## src/rtl/fifo_rd_packer.sv

```systemverilog
// fifo_rd_packer: read-domain consumer of the async byte FIFO. Pops bytes while
// there is room, packs them little-endian into PACK-lane words and hands the
// words downstream over valid/ready. Partial words leave on flush or idle timeout.
module fifo_rd_packer #(
    parameter int unsigned DATA_WIDTH    = 8,
    parameter int unsigned PACK          = 4,
    parameter int unsigned FLUSH_TIMEOUT = 64
) (
    input  logic                         rd_clk,
    input  logic                         rd_rst,
    input  logic                         fifo_empty,
    output logic                         fifo_rd_en,
    input  logic [DATA_WIDTH-1:0]        fifo_data,
    input  logic                         flush,
    output logic [PACK*DATA_WIDTH-1:0]   out_data,
    output logic [PACK-1:0]              out_keep,
    output logic                         out_valid,
    input  logic                         out_ready,
    output logic [15:0]                  word_count
);

    localparam int unsigned WORD_W = PACK * DATA_WIDTH;
    localparam int unsigned CNT_W  = $clog2(PACK + 1);
    localparam int unsigned SUM_W  = CNT_W + 1;
    localparam int unsigned IDLE_W = $clog2(FLUSH_TIMEOUT + 1);

    typedef enum logic [1:0] {
        ST_IDLE  = 2'd0,
        ST_FILL  = 2'd1,
        ST_FLUSH = 2'd2
    } state_t;

    state_t              state_q;
    logic [WORD_W-1:0]   acc_q,        acc_d;
    logic [CNT_W-1:0]    acc_cnt_q,    acc_cnt_d;
    logic                pop_q;
    logic [IDLE_W-1:0]   idle_q,       idle_d;
    logic [WORD_W-1:0]   out_data_q,   out_data_d;
    logic [PACK-1:0]     out_keep_q,   out_keep_d;
    logic                out_valid_q,  out_valid_d;
    logic [15:0]         word_count_q, word_count_d;

    logic can_load;
    logic land;
    logic full_xfer;
    logic part_xfer;
    logic xfer;
    logic timeout;
    logic flush_req;

    // Transfer and event qualifiers shared by the datapath and the FSM
    assign can_load  = !out_valid_q || out_ready;
    assign land      = pop_q;
    assign full_xfer = (acc_cnt_q == CNT_W'(PACK)) && can_load;
    assign part_xfer = (state_q == ST_FLUSH) && !pop_q && (acc_cnt_q != '0)
                       && (acc_cnt_q != CNT_W'(PACK)) && can_load;
    assign xfer      = full_xfer || part_xfer;
    assign timeout   = (idle_q == IDLE_W'(FLUSH_TIMEOUT));
    assign flush_req = flush || timeout;

    // Pop only when the accumulator plus the byte in flight still leaves a free lane;
    // this must see the live empty flag, so it is not registered.
    assign fifo_rd_en = !rd_rst && !fifo_empty && (state_q != ST_FLUSH)
                        && ((SUM_W'(acc_cnt_q) + SUM_W'(pop_q)) < SUM_W'(PACK));

    assign out_data   = out_data_q;
    assign out_keep   = out_keep_q;
    assign out_valid  = out_valid_q;
    assign word_count = word_count_q;

    // Next-state datapath: lane write, word transfer, handshake and idle timer
    always_comb begin
        acc_d        = acc_q;
        acc_cnt_d    = acc_cnt_q;
        idle_d       = idle_q;
        out_data_d   = out_data_q;
        out_keep_d   = out_keep_q;
        out_valid_d  = out_valid_q;
        word_count_d = word_count_q;

        // A landing never coincides with a transfer: pops stop before the last lane fills.
        if (land) begin
            for (int i = 0; i < int'(PACK); i++) begin
                if (acc_cnt_q == CNT_W'(i)) begin
                    acc_d[i*DATA_WIDTH +: DATA_WIDTH] = fifo_data;
                end
            end
            acc_cnt_d = acc_cnt_q + CNT_W'(1);
        end

        if (xfer) begin
            acc_cnt_d   = '0;
            out_valid_d = 1'b1;
            for (int i = 0; i < int'(PACK); i++) begin
                if (CNT_W'(i) < acc_cnt_q) begin
                    out_data_d[i*DATA_WIDTH +: DATA_WIDTH] = acc_q[i*DATA_WIDTH +: DATA_WIDTH];
                    out_keep_d[i]                          = 1'b1;
                end else begin
                    out_data_d[i*DATA_WIDTH +: DATA_WIDTH] = '0;
                    out_keep_d[i]                          = 1'b0;
                end
            end
        end else if (out_ready) begin
            out_valid_d = 1'b0;
        end

        if (out_valid_q && out_ready) begin
            word_count_d = word_count_q + 16'd1;
        end

        if (land || xfer || (state_q != ST_FILL)) begin
            idle_d = '0;
        end else if (fifo_empty && !timeout) begin
            idle_d = idle_q + IDLE_W'(1);
        end
    end

    // Datapath registers; reset discards the accumulator, in-flight byte and output word
    always_ff @(posedge rd_clk) begin
        if (rd_rst) begin
            acc_q        <= '0;
            acc_cnt_q    <= '0;
            pop_q        <= 1'b0;
            idle_q       <= '0;
            out_data_q   <= '0;
            out_keep_q   <= '0;
            out_valid_q  <= 1'b0;
            word_count_q <= '0;
        end else begin
            acc_q        <= acc_d;
            acc_cnt_q    <= acc_cnt_d;
            pop_q        <= fifo_rd_en;
            idle_q       <= idle_d;
            out_data_q   <= out_data_d;
            out_keep_q   <= out_keep_d;
            out_valid_q  <= out_valid_d;
            word_count_q <= word_count_d;
        end
    end

    // Control FSM: fill, emit full words, and drain partial words on request
    always_ff @(posedge rd_clk) begin
        if (rd_rst) begin
            state_q <= ST_IDLE;
        end else begin
            case (state_q)
                ST_IDLE: begin
                    if (flush_req) begin
                        state_q <= ST_FLUSH;
                    end else if (land) begin
                        state_q <= ST_FILL;
                    end
                end
                ST_FILL: begin
                    if (flush_req) begin
                        state_q <= ST_FLUSH;
                    end else if (full_xfer) begin
                        state_q <= ST_IDLE;
                    end
                end
                ST_FLUSH: begin
                    if (part_xfer || ((acc_cnt_q == '0) && !pop_q)) begin
                        state_q <= ST_IDLE;
                    end
                end
                default: begin
                    state_q <= ST_IDLE;
                end
            endcase
        end
    end

endmodule

```

## config.mk

```make
export PLATFORM = sky130hd
export DESIGN_NAME = fifo_rd_packer
export DESIGN_NICKNAME = d
export VERILOG_FILES = /design/src/rtl/fifo_rd_packer.sv
export SDC_FILE = /design/constraint.sdc
export NUM_CORES = 1
export LEC_CHECK = 0
export ABC_AREA = 1
export BUFFER_PORTS_ARGS = -buffer_cell sky130_fd_sc_hd__buf_2
export CAP_MARGIN = 30
export CORE_ASPECT_RATIO = 0.7
export CORE_MARGIN = 5
export CORE_UTILIZATION = 45
export DETAILED_ROUTE_END_ITERATION = 10
export PLACE_DENSITY = 0.66
export SLEW_MARGIN = 20
export SYNTH_ARGS = -nofsm -noshare
export SYNTH_HDL_FRONTEND = slang
export SYNTH_SLANG_ARGS = --single-unit
```

## constraint.sdc

```tcl
create_clock -name rd_clk -period 1.4 [get_ports rd_clk]
set_input_delay 0.07 -clock rd_clk [delete_from_list [all_inputs] [get_ports rd_clk]]
set_output_delay 0.07 -clock rd_clk [all_outputs]
set_load 0.05 [all_outputs]
```

==> results of run 1 <==
-- synth_stat cells, drive strengths merged --
cell type	number
buf	9
o21ai	47
xnor2	2
inv	46
clkbuf	5
o21a	1
o21bai	1
nand3	27
nand2	143
and3	2
nand3b	1
nand4	4
nor2	70
a21oi	32
ha	6
nor3	12
clkinv	1
dfxtp	98
nor3b	1
xor2	1
-- path summary, 6_finish.rpt --
kind	endpoint	slack (ns)
hold / removal	acc_q[16]	0.06
setup / recovery	out_keep[3]	-0.13
hold reg to reg	out_data[24]	0.44
setup reg to reg	out_keep[3]	-0.13
-- critical path: stages (launching register included) --
cell	delay, ns
dfxtp_1	0.32
inv_1	0.11
nand2_2	0.11
nor2_4	0.11
nand3_2	0.10
nand2_4	0.13
nor2_4	0.05
buf_12	0.13
buf_8	0.12
buf_16	0.15
nand2_2	0.05
o21ai_1	0.05
-- logic make-up after synthesis --
logic type / synth area share [%]
AND/OR/NAND/NOR: 29.0
XOR/XNOR: 0.684
flip-flops: 51.1
adder cells (fa/ha/maj): 1.95
buffers and inverters: 6.64
AO/OA/AOI/OAI: 10.7
-- final cells by class --
| class | instances | area (µm²) | area share, % |
|---|---|---|---|
| Tap cell | 105 | 131 | 2.42 |
| Timing Repair Buffer | 116 | 853 | 15.7 |
| Inverter | 47 | 181 | 3.34 |
| Clock inverter | 5 | 36.3 | 0.669 |
| Clock buffer | 11 | 253 | 4.66 |
| Multi-Input combinational cell | 350 | 1990 | 36.6 |
| Sequential cell | 98 | 1990 | 36.6 |
-- through the flow --
step | total power (W) | setup TNS [ns] | instance area (µm²) | cells | hold WS (ns)
final | 0.00573 | -3.96 | 5430 | 732 | 0.0620
after detailed placement | 0.00327 | -1.39 | 4520 | 696 | 0.332
after global placement | 0.00326 | -0.0736 | 4520 | 696 | 0.323
after CTS | 0.00574 | -3.16 | 5170 | 729 | 0.0431
after floorplan | 0.00314 | -0.0207 | 3900 | 509 | 0.149
after global routing | 0.00596 | -8.68 | 5430 | 732 | 0.0585
-- routing by layer --
metal / global-route usage (%) / wire length (µm)
met1: 25.9 / 4770
met2: 32.5 / 4880
met3: 6.10 / 593
met4: 7.00 / 155
met5: 0 / 0
-- registers in the layout (all words and copies together), names as in the netlist --
| name | count |
|---|---|
| state_q | 2 |
| out_valid | 1 |
| word_count | 16 |
| idle_q | 7 |
| acc_cnt_q | 3 |
| acc_q | 32 |
| land | 1 |
| out_keep | 4 |
| out_data | 32 |
-- timing repair --
item	4_1_cts	5_1_grt
gates resized for setup	58	69
pin swaps	27	28
buffers inserted	12	3
hold buffers	1	0
cloned	4	1
endpoints found under the setup margin	43	80
hold endpoints to repair	1	0
-- power breakdown --
| part | switching [W] | internal [W] |
|---|---|---|
| clock | 0.00105 | 0.00131 |
| sequential | 0.0000234 | 0.00283 |
| combinational | 0.000313 | 0.000213 |
| total | 0.00138 | 0.00435 |
==> results.ini, run 1 <==
[critical_path]
cp-start-kind=register
r2r-start=state_q[0]
crit_start=state_q[0]
path_max_fanout=7
path_class=register to register
arrival_ns=1.78
r2r_cells=11
end_kind=register
worstPathRequired_ns=1.64

[routing]
drt_first_pass_iters=4
ant_nets=0
vias=3664
drt_iter0_drc=258
routedWlPerCell_um=14.2
post-route-drc-count=0
totalWireLength_um=10400
routed_via_density=5.01

[clocking]
clock_tree.buffer_depth=2
cts_root_buf=clkbuf_16
cts_tree=built
worstSkewPairLatency_ns=0.35
cts_buffers=9
cts.clk_slew.worst_paths_ns=0.07
htreeDepth=3
cts_num_sinks=98

[timing]
tightest_slew_ns=0.375
slew_violations=0
rsz0062_at_grt=yes
hold_viol=0
clock_skew_ns=0.00903
fin_crit_ns=1.53
maxSlewHeadroom_pct=74.9
fin_crit_sh_pct=109
worst_slack_ns=-0.131
setup_violations=48
fmax_mhz=653

[cells_and_area]
final_common_cell=nand2_1
finalNetCount=641
layout-drive-gt1-share_pct=37.8
nFillCells=713
mostFrequentLayoutCells=nand2_1 (95), dfxtp_1 (84), buf_2 (65), nor2_1 (59), inv_1 (40)
final_core_util_pct=64.8
n_antenna_cell=0
syn_to_final_growth_pct=41.3

[pwr]
max-vdd-ir-drop_mv=0.917
power.density_mw_per_mm2=1060
p_leak_nw=2.50

[floorplan]
dieArea_mm2=0.0105
die_width_um=120
start_util_pct=45.9
design.core.area_mm2=0.00837
rows=28
io-pin-count=67
die_y_um=87.3

[logic_synthesis]
ys_seq_area_share_pct=51.1
syn_avg_cell_area_um2=7.55
syn-num-nets=528
yosysUniqueCellTypes=29
yosys_register_bits=98
synth.top_cells.by_area=dfxtp_1 (51%), nand2_1 (13%), nor2_1 (6.3%)
synth_largest_area_cell=dfxtp_1
yosys.area.top_type_share_pct=51.1
ys_warn_count=0
syn_inst=509
syn_area_mm2=0.00384

[global_route]
antenna_found_initial=0
grt_pass1_wl_um=16500
grt_max_degree=37
grt_overflow=0
grt_pass1_vias=3496
track_usage_pct=20.2

[worst_hold_path]
hold_path.class=input pin to register
whs_path_depth=3
hp-start=fifo_data[0]

[placement]
pre_cts_slack_ns=-0.0588
portBuffers=66
hpwl_um=6800
routabilityCongestion=0.878

[run]
drv_cap=0

[outcome]
status=finished, violations left
violations=negative setup slack

No activity file was read; power rests on OpenSTA's default activity.
==> run 2: changes to the inputs <==
--- a/config.mk
+++ b/config.mk
@@ -10,9 +10,9 @@
 export CAP_MARGIN = 30
 export CORE_ASPECT_RATIO = 0.7
 export CORE_MARGIN = 5
-export CORE_UTILIZATION = 45
+export CORE_UTILIZATION = 50
 export DETAILED_ROUTE_END_ITERATION = 10
-export PLACE_DENSITY = 0.66
+export PLACE_DENSITY = 0.75
 export SLEW_MARGIN = 20
 export SYNTH_ARGS = -nofsm -noshare
 export SYNTH_HDL_FRONTEND = slang
==> results.ini, run 2 (synthesized netlist as in run 1, its figures left out) <==
[floorplan]
start_util_pct=52.0  ; +6.1 points
rows=26  ; -7.1%
die_y_um=83.3  ; -4.5%
dieArea_mm2=0.00956  ; -9.0%
design.core.area_mm2=0.00738  ; -12%
io-pin-count=67  ; unchanged
die_width_um=115  ; -4.7%

[routing]
drt_first_pass_iters=5  ; +1
drt_iter0_drc=293  ; +14%
totalWireLength_um=10700  ; +3.0%
ant_nets=0  ; unchanged
vias=3713  ; +1.3%
routedWlPerCell_um=14.8  ; +4.3%
post-route-drc-count=0  ; unchanged
routed_via_density=5.14  ; +2.6%

[clocking]
cts_root_buf=clkbuf_8
worstSkewPairLatency_ns=0.37  ; +0.02 ns
clock_tree.buffer_depth=2  ; unchanged
cts_buffers=9  ; unchanged
cts_num_sinks=98  ; unchanged
htreeDepth=3  ; unchanged
cts_tree=built
cts.clk_slew.worst_paths_ns=0.09  ; +0.02 ns

[cells_and_area]
n_antenna_cell=0  ; unchanged
finalNetCount=640  ; -0.16%
final_core_util_pct=71.4  ; +6.6 points
final_common_cell=nand2_1
syn_to_final_growth_pct=37.3
layout-drive-gt1-share_pct=35.8  ; -2.0 points
final_cells=723  ; -1.2%
mostFrequentLayoutCells=nand2_1 (104), dfxtp_1 (82), buf_2 (65), nor2_1 (60), inv_1 (38)

[timing]
fmax_mhz=640  ; -2.0%
worst_slack_ns=-0.163  ; -0.0315 ns
fin_crit_sh_pct=112  ; +2.2 points
tightest_slew_ns=0.326  ; -0.0495 ns
finalSetupTns_ns=-4.55  ; -0.585 ns
holdWs_ns=0.0208  ; -0.0413 ns
hold_viol=0  ; unchanged
setup_violations=47  ; -2.1%
rsz0062_at_grt=yes
slew_violations=0  ; unchanged
maxSlewHeadroom_pct=78.2  ; +3.3 points
clock_skew_ns=0.00964  ; +0.000609 ns
fin_crit_ns=1.56  ; +0.0315 ns

[global_route]
grt_pass1_wl_um=16900  ; +2.3%
grt_overflow=0  ; unchanged
grt_pass1_vias=3498  ; +0.057%
antenna_found_initial=0  ; unchanged
track_usage_pct=22.1  ; +1.9 points
grt_max_degree=31  ; -16%

[critical_path]
path_max_fanout=7  ; unchanged
worstPathRequired_ns=1.67  ; +0.03 ns
end_kind=register
r2r_slack_ns=-0.16  ; -0.03 ns
cp-start-kind=register
arrival_ns=1.83  ; +0.05 ns
r2r-start=acc_cnt_q[0]
path_class=register to register
worstReg2RegEnd=out_keep[3]
r2r_cells=11  ; unchanged

[placement]
hpwl_um=6740  ; -0.89%
routabilityCongestion=0.882  ; +0.49%
dp.cells=691  ; -0.72%
portBuffers=66  ; unchanged
pre_cts_slack_ns=-0.0885  ; -0.0297 ns

[outcome]
status=finished, violations left
violations=negative setup slack

[worst_hold_path]
hold_path_end=acc_q[23]
whs_path_depth=3  ; unchanged
hold_path.class=input pin to register
hp-start=fifo_data[7]

[pwr]
power.density_mw_per_mm2=1030  ; -2.8%
p_leak_nw=2.39  ; -4.5%
max-vdd-ir-drop_mv=0.798  ; -13%

[run]
drv_cap=0  ; unchanged

[run 2: worst max-delay path by stage]
stage             startpoint             end  slack (ns)  cells after the start
2_1_floorplan  word_count[1]  word_count[12]       -0.02                      8
3_3_place_gp    acc_cnt_q[1]    out_data[24]       -0.04                      9
3_5_place_dp       out_valid  word_count[13]       -0.09                      7
4_1_cts         acc_cnt_q[0]     out_keep[0]       -0.08                     11
5_1_grt         acc_cnt_q[0]     out_data[1]       -0.20                     11
6_report        acc_cnt_q[0]     out_keep[3]       -0.16                     11
[run 2: final cells by class]
type                            instances  area (µm²)
Clock buffer                           13         191
Clock inverter                          2        38.8
Fill cell                             552        2110
Inverter                               47         186
Multi-Input combinational cell        350        1920
Sequential cell                        98        1990
Tap cell                               98         123
Timing Repair Buffer                  115         825
[run 2: metal layers]
metal  track usage [%]  share of wire (%)  routed length [µm]  vias up
li1                  -                  -                   -     1849
met1              29.3                 42                4540     1706
met2              34.4                 47                5000      130
met3              6.47                8.4                 896       28
met4              7.57                2.6                 275        0
met5                 0                  0                   0        -
[run 2: through the flow]
| stage | total power (W) | cell area (µm²) |
|---|---|---|
| 2_1_floorplan | 0.00314 | 3900 |
| 3_3_place_gp | 0.00326 | 4530 |
| 3_5_place_dp | 0.00328 | 4530 |
| 4_1_cts | 0.00540 | 5060 |
| 5_1_grt | 0.00562 | 5280 |
| 6_report | 0.00542 | 5280 |
[run 2: critical path, cell delays in order (launching register included)]
cell,delay (ns)
dfxtp_2,0.35
inv_2,0.05
ha_4,0.17
nor2_4,0.13
nand3_4,0.09
nand2_4,0.11
nor2_4,0.05
buf_6,0.12
buf_6,0.13
buf_16,0.14
nand2_2,0.05
o21ai_1,0.06
[run 2: repair_timing]
action                                  in CTS  in global routing
endpoints found under the setup margin      45                 87
hold buffers                                 2                  0
hold endpoints to repair                     2                  0
gates cloned                                 3                  0
gates resized for setup                     43                 66
pin swaps                                   12                 24
setup buffers                               12                  3
[run 2: power breakdown]
group	switching, W	internal, W
combinational	0.000309	0.000207
sequential	0.0000245	0.00283
clock	0.000960	0.00109
